## src/rtl/uart_tx_arb.sv

```systemverilog
// uart_tx_arb
// Four-requester round-robin arbiter in front of a single UART transmitter.
// In IDLE it picks one pending byte, strobes it into the transmitter, and
// then follows the transmitter's busy handshake until the byte is done. If
// busy never rises, the transfer is aborted with a timeout pulse.
//
// Parameters
//   TIMEOUT      cycles allowed in WAIT_BUSY before abort (1..65535)
// Ports
//   clk          rising-edge clock
//   reset        asynchronous active-high reset
//   req[3:0]     per-requester byte request
//   req_data     requester i byte on bits [8i+7:8i]
//   req_lock     requester i wants to keep the grant for its next byte
//   req_ack      one-cycle pulse, byte of requester i accepted
//   grant        one-hot owner of the transmitter, 0 when idle
//   tx_start     one-cycle start strobe to the transmitter
//   tx_data      byte to the transmitter, held until the next capture
//   tx_busy      busy flag from the transmitter
//   err_timeout  one-cycle pulse, tx_busy never rose after tx_start
module uart_tx_arb #(
    parameter int TIMEOUT = 16
) (
    input  logic        clk,
    input  logic        reset,
    input  logic [3:0]  req,
    input  logic [31:0] req_data,
    input  logic [3:0]  req_lock,
    output logic [3:0]  req_ack,
    output logic [3:0]  grant,
    output logic        tx_start,
    output logic [7:0]  tx_data,
    input  logic        tx_busy,
    output logic        err_timeout
);

    typedef enum logic [1:0] {
        IDLE      = 2'd0,
        LAUNCH    = 2'd1,
        WAIT_BUSY = 2'd2,
        WAIT_DONE = 2'd3
    } state_t;

    localparam logic [15:0] CNT_LAST = 16'(TIMEOUT - 1);

    state_t      state_q;
    logic [1:0]  rr_ptr_q;
    logic        lock_valid_q;
    logic [1:0]  lock_owner_q;
    logic [15:0] cnt_q;
    logic [3:0]  req_ack_q;
    logic [3:0]  grant_q;
    logic        tx_start_q;
    logic [7:0]  tx_data_q;
    logic        err_q;

    // Split the packed request bus into one byte lane per requester.
    logic [7:0] lane_byte [4];
    generate
        for (genvar gi = 0; gi < 4; gi++) begin : g_lane
            assign lane_byte[gi] = req_data[8*gi +: 8];
        end
    endgenerate

    // Winner selection for the IDLE state. A held lock restricts the
    // eligible set to the lock owner; if the owner has dropped its request
    // the lock is void and everybody competes in this same cycle.
    logic       lock_hold;
    logic [3:0] elig;
    logic [1:0] cand;
    logic       win_found_d;
    logic [1:0] win_idx_d;
    logic [3:0] win_onehot_d;

    always_comb begin
        lock_hold    = lock_valid_q && req[lock_owner_q];
        elig         = lock_hold ? (req & (4'b0001 << lock_owner_q)) : req;
        cand         = rr_ptr_q;
        win_found_d  = 1'b0;
        win_idx_d    = rr_ptr_q;
        for (int k = 0; k < 4; k++) begin
            cand = rr_ptr_q + 2'(k);
            if (!win_found_d && elig[cand]) begin
                win_found_d = 1'b1;
                win_idx_d   = cand;
            end
        end
        win_onehot_d = 4'b0001 << win_idx_d;
    end

    always_ff @(posedge clk or posedge reset) begin
        if (reset) begin
            state_q      <= IDLE;
            rr_ptr_q     <= 2'd0;
            lock_valid_q <= 1'b0;
            lock_owner_q <= 2'd0;
            cnt_q        <= 16'd0;
            req_ack_q    <= 4'd0;
            grant_q      <= 4'd0;
            tx_start_q   <= 1'b0;
            tx_data_q    <= 8'h00;
            err_q        <= 1'b0;
        end else begin
            // Pulse outputs default low so they never last two cycles.
            tx_start_q <= 1'b0;
            req_ack_q  <= 4'd0;
            err_q      <= 1'b0;
            case (state_q)
                IDLE: begin
                    if (lock_valid_q && !req[lock_owner_q]) begin
                        lock_valid_q <= 1'b0;
                    end
                    if (win_found_d) begin
                        tx_data_q    <= lane_byte[win_idx_d];
                        grant_q      <= win_onehot_d;
                        req_ack_q    <= win_onehot_d;
                        tx_start_q   <= 1'b1;
                        rr_ptr_q     <= win_idx_d + 2'd1;
                        // Capturing with req_lock low releases any lock.
                        lock_valid_q <= req_lock[win_idx_d];
                        lock_owner_q <= win_idx_d;
                        state_q      <= LAUNCH;
                    end
                end
                LAUNCH: begin
                    cnt_q   <= 16'd0;
                    state_q <= WAIT_BUSY;
                end
                WAIT_BUSY: begin
                    if (tx_busy) begin
                        state_q <= WAIT_DONE;
                    end else if (cnt_q == CNT_LAST) begin
                        err_q        <= 1'b1;
                        grant_q      <= 4'd0;
                        lock_valid_q <= 1'b0;
                        state_q      <= IDLE;
                    end else begin
                        cnt_q <= cnt_q + 16'd1;
                    end
                end
                WAIT_DONE: begin
                    if (!tx_busy) begin
                        grant_q <= 4'd0;
                        state_q <= IDLE;
                    end
                end
                default: state_q <= IDLE;
            endcase
        end
    end

    assign req_ack     = req_ack_q;
    assign grant       = grant_q;
    assign tx_start    = tx_start_q;
    assign tx_data     = tx_data_q;
    assign err_timeout = err_q;

endmodule
```

## config.mk

```make
export PLATFORM = sky130hd
export DESIGN_NAME = uart_tx_arb
export DESIGN_NICKNAME = d
export VERILOG_FILES = /design/src/rtl/uart_tx_arb.sv
export SDC_FILE = /design/constraint.sdc
export NUM_CORES = 1
export LEC_CHECK = 0
export CAP_MARGIN = 20
export CORE_ASPECT_RATIO = 0.7
export CORE_UTILIZATION = 50
export CTS_CLUSTER_SIZE = 25
export DETAILED_ROUTE_END_ITERATION = 7
export MAX_ROUTING_LAYER = met4
export PLACE_DENSITY = 0.8
export SYNTH_ARGS = -nofsm -noshare
export SYNTH_HDL_FRONTEND = slang
export SYNTH_SLANG_ARGS = --single-unit
```

## constraint.sdc

```tcl
create_clock -name clk -period 3.44 [get_ports clk]
set_clock_uncertainty 0.1 [all_clocks]
set_input_delay 0.688 -clock clk [delete_from_list [all_inputs] [get_ports clk]]
set_output_delay 0.688 -clock clk [all_outputs]
set_load 0.05 [all_outputs]
```

==> run summary, run 1 <==
#FFs+latches synth: 41
Synth warnings: 0
cell with the most instances after synthesis: dfrtp_1
n_diodes: 0
asr flop ratio synth: 1.00
die span in x: 87.4 microns
outcome: complete, no violations
final period utilization: 0.876
root buf cell: clkbuf_8
global-route wire length before repair: 9570 microns
Hold Vio Cnt, Final: 0
DPL Wire Length: 4420 microns
antenna violations before repair: 0
final WL: 5790 microns
Synth Flop Type: dfrtp_1
core footprint: 0.00483 sq mm
P&R area growth vs syn: 31.3%
Syn Area/Cell: 9.96 sq um
depth of the CTS H-tree: 2
wl on met1: 2710 microns
Peak VDD IR: 0.333 mV
NumNets Final: 372
CP startpoint kind: primary input
WL per Instance: 14.8 microns
synth top area cells: dfrtp_1 40%, ha_1 4.4%, mux2i_1 4.3%
Worst-Margin Slew: 0.973 ns
buffer count from post-CTS setup fixing: 0
DRT iter0 DRCs: 221
DR DRC count: 0
via count: 2240
cell family with most CP delay: compound AO/OA/AOI/OAI gates
gr usage total: 0.247
critical path class: in2reg
normalized max-slew margin: 0.350
Port Buffers: 60
Placed Area: 0.00323 sq mm
full die area: 0.00539 sq mm
Yosys top cell area share: 0.402
EDFF count, synth: 0
top sig layer: met4
Critical path buffers and inverters: 1
pin count of the biggest net entering global routing: 42
CTS max path bufs: 2
RSZ-0062 raised after global routing: no
Crit path arrival time: 3.09 ns
metal3 WL: 542 microns
Final Hold Slack: 0.411 ns
metal2 WL: 2480 microns
synthesized cell area: 0.00255 sq mm
area leader, netlist: dfrtp_1
Post-Syn Instances: 256
post-route cell area: 0.00335 sq mm
row count: 21
Clock Latency Late Sink: 0.29 ns
max-slew violation count: 0
Die H: 61.8 microns
setup ws final: 0.427 ns
crit-path cells: clkdlybuf4s50_1 -> mux2i_1 -> o22a_1 -> o21ai_2 -> or4_1 -> a211oi_2 -> a211oi_1
router iterations before antenna repair: 4
setup tns final: 0 ns
nature of the critical path endpoint: flip-flop
Max Clock Freq: 332 MHz
CTS tree: yes
worst-path fanout max: 9
most common library cells after synthesis: 41 x dfrtp_1, 27 x nor2_1, 17 x nand2_1
PwrDens: 820 mW/mm^2
TritonCTS Buffers: 5
min Tclk post-route: 3.01 ns
setup slack at placement: 0.147 ns
# hold bufs at CTS: 0
slowest cell delay on critical path: 0.79 ns
# setup viols final: 0
register area share after synthesis: 0.402
Antenna Nets Post-Route: 0
Distinct cells, synth: 56
Slowest-stage cell, CP: or4_1
global placement routability congestion: 0.825
Initial Util: 0.527
CTS clk-pin slew, worst paths: 0.07 ns
vias per cell: 5.74
worst min path class: reg2reg
post-cts sizing count: 0
layout cell share with drive strength beyond 1: 0.106
Critical Path RT: 3.51 ns
Sink Count: 41
Syn Nets: 308
Leakage: 1.46 nW
GRT Residual Overflow: 0
Max-Cap Viols: 0
IO Count: 61
number of global-route vias before repair: 2054
## cells in the final DEF, fill, tap and decap left out, types with 2 or more instances in the layout
| cell type | count |
|---|---|
| xor2_1 | 11 |
| nand2_1 | 17 |
| xnor2_1 | 2 |
| buf_4 | 9 |
| a31oi_1 | 2 |
| clkbuf_8 | 6 |
| and4_1 | 2 |
| inv_1 | 10 |
| clkdlybuf4s50_1 | 60 |
| a211oi_2 | 8 |
| o22a_1 | 2 |
| ha_1 | 9 |
| o211a_1 | 8 |
| o21ai_0 | 7 |
| or4_1 | 5 |
| nand4_1 | 5 |
| mux2i_1 | 11 |
| o211ai_1 | 4 |
| and3_1 | 2 |
| a21oi_1 | 4 |
| or3_1 | 2 |
| nand4b_1 | 2 |
| nor2b_1 | 3 |
| a211oi_1 | 12 |
| nor2_1 | 27 |
| and2_1 | 4 |
| a22o_1 | 4 |
| dfrtp_1 | 41 |
| o21ai_1 | 3 |
| nand2b_1 | 3 |
| nand3_1 | 11 |
## sequential cells by signal, indices dropped and copies added (netlist names), 2 cells and up
signal	cells
cnt_q	16
tx_data	8
grant	4
req_ack	4
lock_owner_q	2
rr_ptr_q	2
state_q	2
## layer usage
layer  global-route usage  up-vias
met5                    -        -
li1                     -     1075
met1                0.333     1045
met2                0.358      111
met3               0.0793        9
met4               0.0726        0
## through the flow
step,utilization,power (mW),std cells
6_report,0.693,2.75,390
3_5_place_dp,0.668,2.35,382
4_1_cts,0.693,2.75,390
2_1_floorplan,-,1.91,256
5_1_grt,0.693,2.92,390
3_3_place_gp,0.668,2.32,382
## path summary, 6_finish.rpt
path | slack (ns) | start | end | cells past startpoint
min in group asynchronous | 0.71 | reset | cnt_q[15] | 3
hold reg to reg | 0.41 | grant[3] | grant[3] | 1
setup / recovery | 0.43 | req[1] | tx_data[0] | 7
max in group asynchronous | 2.18 | reset | req_ack[2] | 3
hold / removal | 0.41 | grant[3] | grant[3] | 1
setup reg to reg | 0.75 | lock_owner_q[1] | tx_data[0] | 6
## worst reg2reg max path: cells and delay by family, from the launching register on
kind,cells,cell delay [ns]
flops,1,0.54
mux,1,0.36
simple gates,1,0.79
compound gates,4,0.79
## cell families after synthesis
kind of cell | share of synthesized area
flops | 0.402
xor+xnor | 0.0447
fa+ha+maj | 0.0442
simple gates | 0.192
buf+inv | 0.0456
compound gates | 0.222
mux | 0.0491
## cell type report
type                    count  area (sq um)
clock buffers               7          86.3
clock inverters             1          30.0
fillers                   373          1490
inverters                  11          43.8
multi-input cells         192          1410
flip-flops and latches     41          1030
well taps                  69          86.3
repair buffers             69           668
## report_power, final
| group | leakage, nW | internal [mW] | switching, mW |
|---|---|---|---|
| registers | 0.530 | 0.625 | 0.143 |
| clock network | 0.0585 | 0.236 | 0.156 |
| logic | 0.876 | 0.620 | 0.966 |
(Power assumes the default switching activity.)
==> run 2, diff against run 1 <==
--- a/config.mk
+++ b/config.mk
@@ -5,7 +5,6 @@
 export SDC_FILE = /design/constraint.sdc
 export NUM_CORES = 1
 export LEC_CHECK = 0
-export CAP_MARGIN = 20
 export CORE_ASPECT_RATIO = 0.7
 export CORE_UTILIZATION = 50
 export CTS_CLUSTER_SIZE = 25
==> results of run 2 <==
Final layout, timing and power as in run 1 (identical DEF).
==> run 3, diff against run 2 <==
==> constraint.sdc (replaced) <==
create_clock -name clk -period 2.8 [get_ports clk]
set_clock_uncertainty 0.1 [all_clocks]
set_input_delay 0.56 -clock clk [delete_from_list [all_inputs] [get_ports clk]]
set_output_delay 0.56 -clock clk [all_outputs]
set_load 0.05 [all_outputs]
==> run 3 against run 2 <==
Total power grew 23%; non-clock buffer count grew 14; design area grew 2.8%; count of clock-buffer cells in the layout is the same.
==> run summary, run 3 (synthesis results as in run 1) <==
Sink Count: 41 (unchanged)
CTS tree: yes
crit-path cells: clkdlybuf4s50_1 -> mux2_4 -> a22oi_2 -> o21ai_2 -> or4_1 -> buf_4 -> a211oi_2 -> a211oi_1
outcome: complete, no violations
PwrDens: 985 mW/mm^2 (+20%)
router iterations before antenna repair: 4 (unchanged)
gr usage total: 0.248 (+0.000996)
nature of the critical path endpoint: flip-flop
Antenna Nets Post-Route: 0 (unchanged)
Design Power: 3.39 mW (+23%)
Critical Path RT: 2.84 ns (-0.67 ns)
vias per cell: 5.64 (-1.8%)
core footprint: 0.00483 sq mm (unchanged)
full die area: 0.00539 sq mm (unchanged)
n_diodes: 0 (unchanged)
IO Count: 61 (unchanged)
P&R area growth vs syn: 34.9%
CTS clk-pin slew, worst paths: 0.08 ns (about the same)
layout cell share with drive strength beyond 1: 0.146 (+0.0403)
NumNets Final: 386 (+3.8%)
GRT Residual Overflow: 0 (unchanged)
DPL Wire Length: 4500 microns (+1.8%)
Non-Filler Instances: 404 (+3.6%)
post-cts sizing count: 0 (unchanged)
Initial Util: 0.527 (unchanged)
Leakage: 1.54 nW (+4.9%)
Placed Area: 0.00334 sq mm (+3.3%)
DRT iter0 DRCs: 198 (-10%)
Placed Cells incl. Taps: 396 (+3.7%)
Hold Vio Cnt, Final: 0 (unchanged)
root buf cell: clkbuf_8
Die H: 61.8 microns (unchanged)
final WL: 5920 microns (+2.3%)
number of global-route vias before repair: 2105 (+2.5%)
global-route wire length before repair: 9840 microns (+2.8%)
die span in x: 87.4 microns (unchanged)
Max Clock Freq: 380 MHz
critical path class: in2reg
CTS max path bufs: 2 (unchanged)
depth of the CTS H-tree: 2 (unchanged)
# hold bufs at CTS: 0 (unchanged)
row count: 21 (unchanged)
via count: 2278 (+1.7%)
WL per Instance: 14.7 microns (-1.3%)
post-route cell area: 0.00344 sq mm (+2.8%)
RSZ-0062 raised after global routing: no
Final Core Density: 0.712 (+0.0192)
global placement routability congestion: 0.948 (+15%)
Slowest-stage cell, CP: or4_1
# setup viols final: 0 (unchanged)
CP startpoint kind: primary input
antenna violations before repair: 0 (unchanged)
Fill cells: 382 (+2.4%)
Final Hold Slack: 0.404 ns (-0.00675 ns)
most common library cell in the layout ignoring fill and taps: clkdlybuf4s50_1
normalized max-slew margin: 0.497 (+0.147)
final period utilization: 0.939
buffer count from post-CTS setup fixing: 0 (unchanged)
commonest cells after routing, fill and taps aside: 59 x clkdlybuf4s50_1, 41 x dfrtp_1, 27 x nor2_1
slowest cell delay on critical path: 0.57 ns (-0.22 ns)
max reg flops: 16 (unchanged)
DR DRC count: 0 (unchanged)
Crit path arrival time: 2.67 ns (-0.42 ns)
TritonCTS Buffers: 5 (unchanged)
Port Buffers: 60 (unchanged)
min Tclk post-route: 2.63 ns
max-slew violation count: 0 (unchanged)
Max-Cap Viols: 0 (unchanged)
Worst-Margin Slew: 0.744 ns (-0.229 ns)
Biggest register: cnt_q
Peak VDD IR: 0.458 mV (+38%)
pin count of the biggest net entering global routing: 42 (unchanged)
Clock Latency Late Sink: 0.29 ns (about the same)
worst min path class: reg2reg
worst-path fanout max: 9 (unchanged)
## run 3: cell count changes in the layout (fill, tap and decap cells not counted)
cell,delta
clkdlybuf4s50_1,-1
dlymetal6s2s_1,+1
clkbuf_8,+1
clkinv_2,+1
buf_4,+14
clkbuf_1,-1
bufinv_16,-1
## run 3: routing by layer
metal	up-vias	global-route usage	routed length, microns
met3	2	0.0713	506
met2	105	0.356	2580
met1	1075	0.351	2810
met5	-	-	0
li1	1096	-	-
met4	0	0.0492	23
## run 3: power by group
group	internal, mW	switching (mW)
clock	0.223	0.190
combinational	0.821	1.21
sequential	0.768	0.176
total	1.81	1.58
## run 3: final timing paths
kind | start | to | slack [ns] | cells after the start
setup / recovery | req[0] | tx_data[5] | 0.17 | 8
hold / removal | grant[0] | grant[0] | 0.40 | 1
setup reg to reg | lock_owner_q[1] | tx_data[5] | 0.31 | 7
hold reg to reg | grant[0] | grant[0] | 0.40 | 1
max in group asynchronous | reset | cnt_q[4] | 1.65 | 3
min in group asynchronous | reset | tx_data[5] | 0.59 | 3
## run 3: cell type report
class,instances,area (sq um),area share
Timing Repair Buffer,83,776,0.225
Clock inverter,1,5.00,0.00145
Tap cell,69,86.3,0.0251
Clock buffer,7,96.3,0.0280
Sequential cell,41,1030,0.298
Inverter,11,43.8,0.0127
Multi-Input combinational cell,192,1410,0.409
## run 3: stage by stage
step | setup slack (ns) | setup TNS (ns)
floorplan | 0.226 | 0
global placement | -0.0873 | -0.756
detailed placement | -0.131 | -1.20
CTS | 0.167 | 0
global route | 0.0604 | 0
finish | 0.171 | 0
## run 3: critical path: cells and delay by family
| family | cells | cell delay, ns |
|---|---|---|
| mux | 1 | 0.31 |
| buf+inv | 2 | 0.68 |
| compound gates | 4 | 0.55 |
| simple gates | 1 | 0.57 |
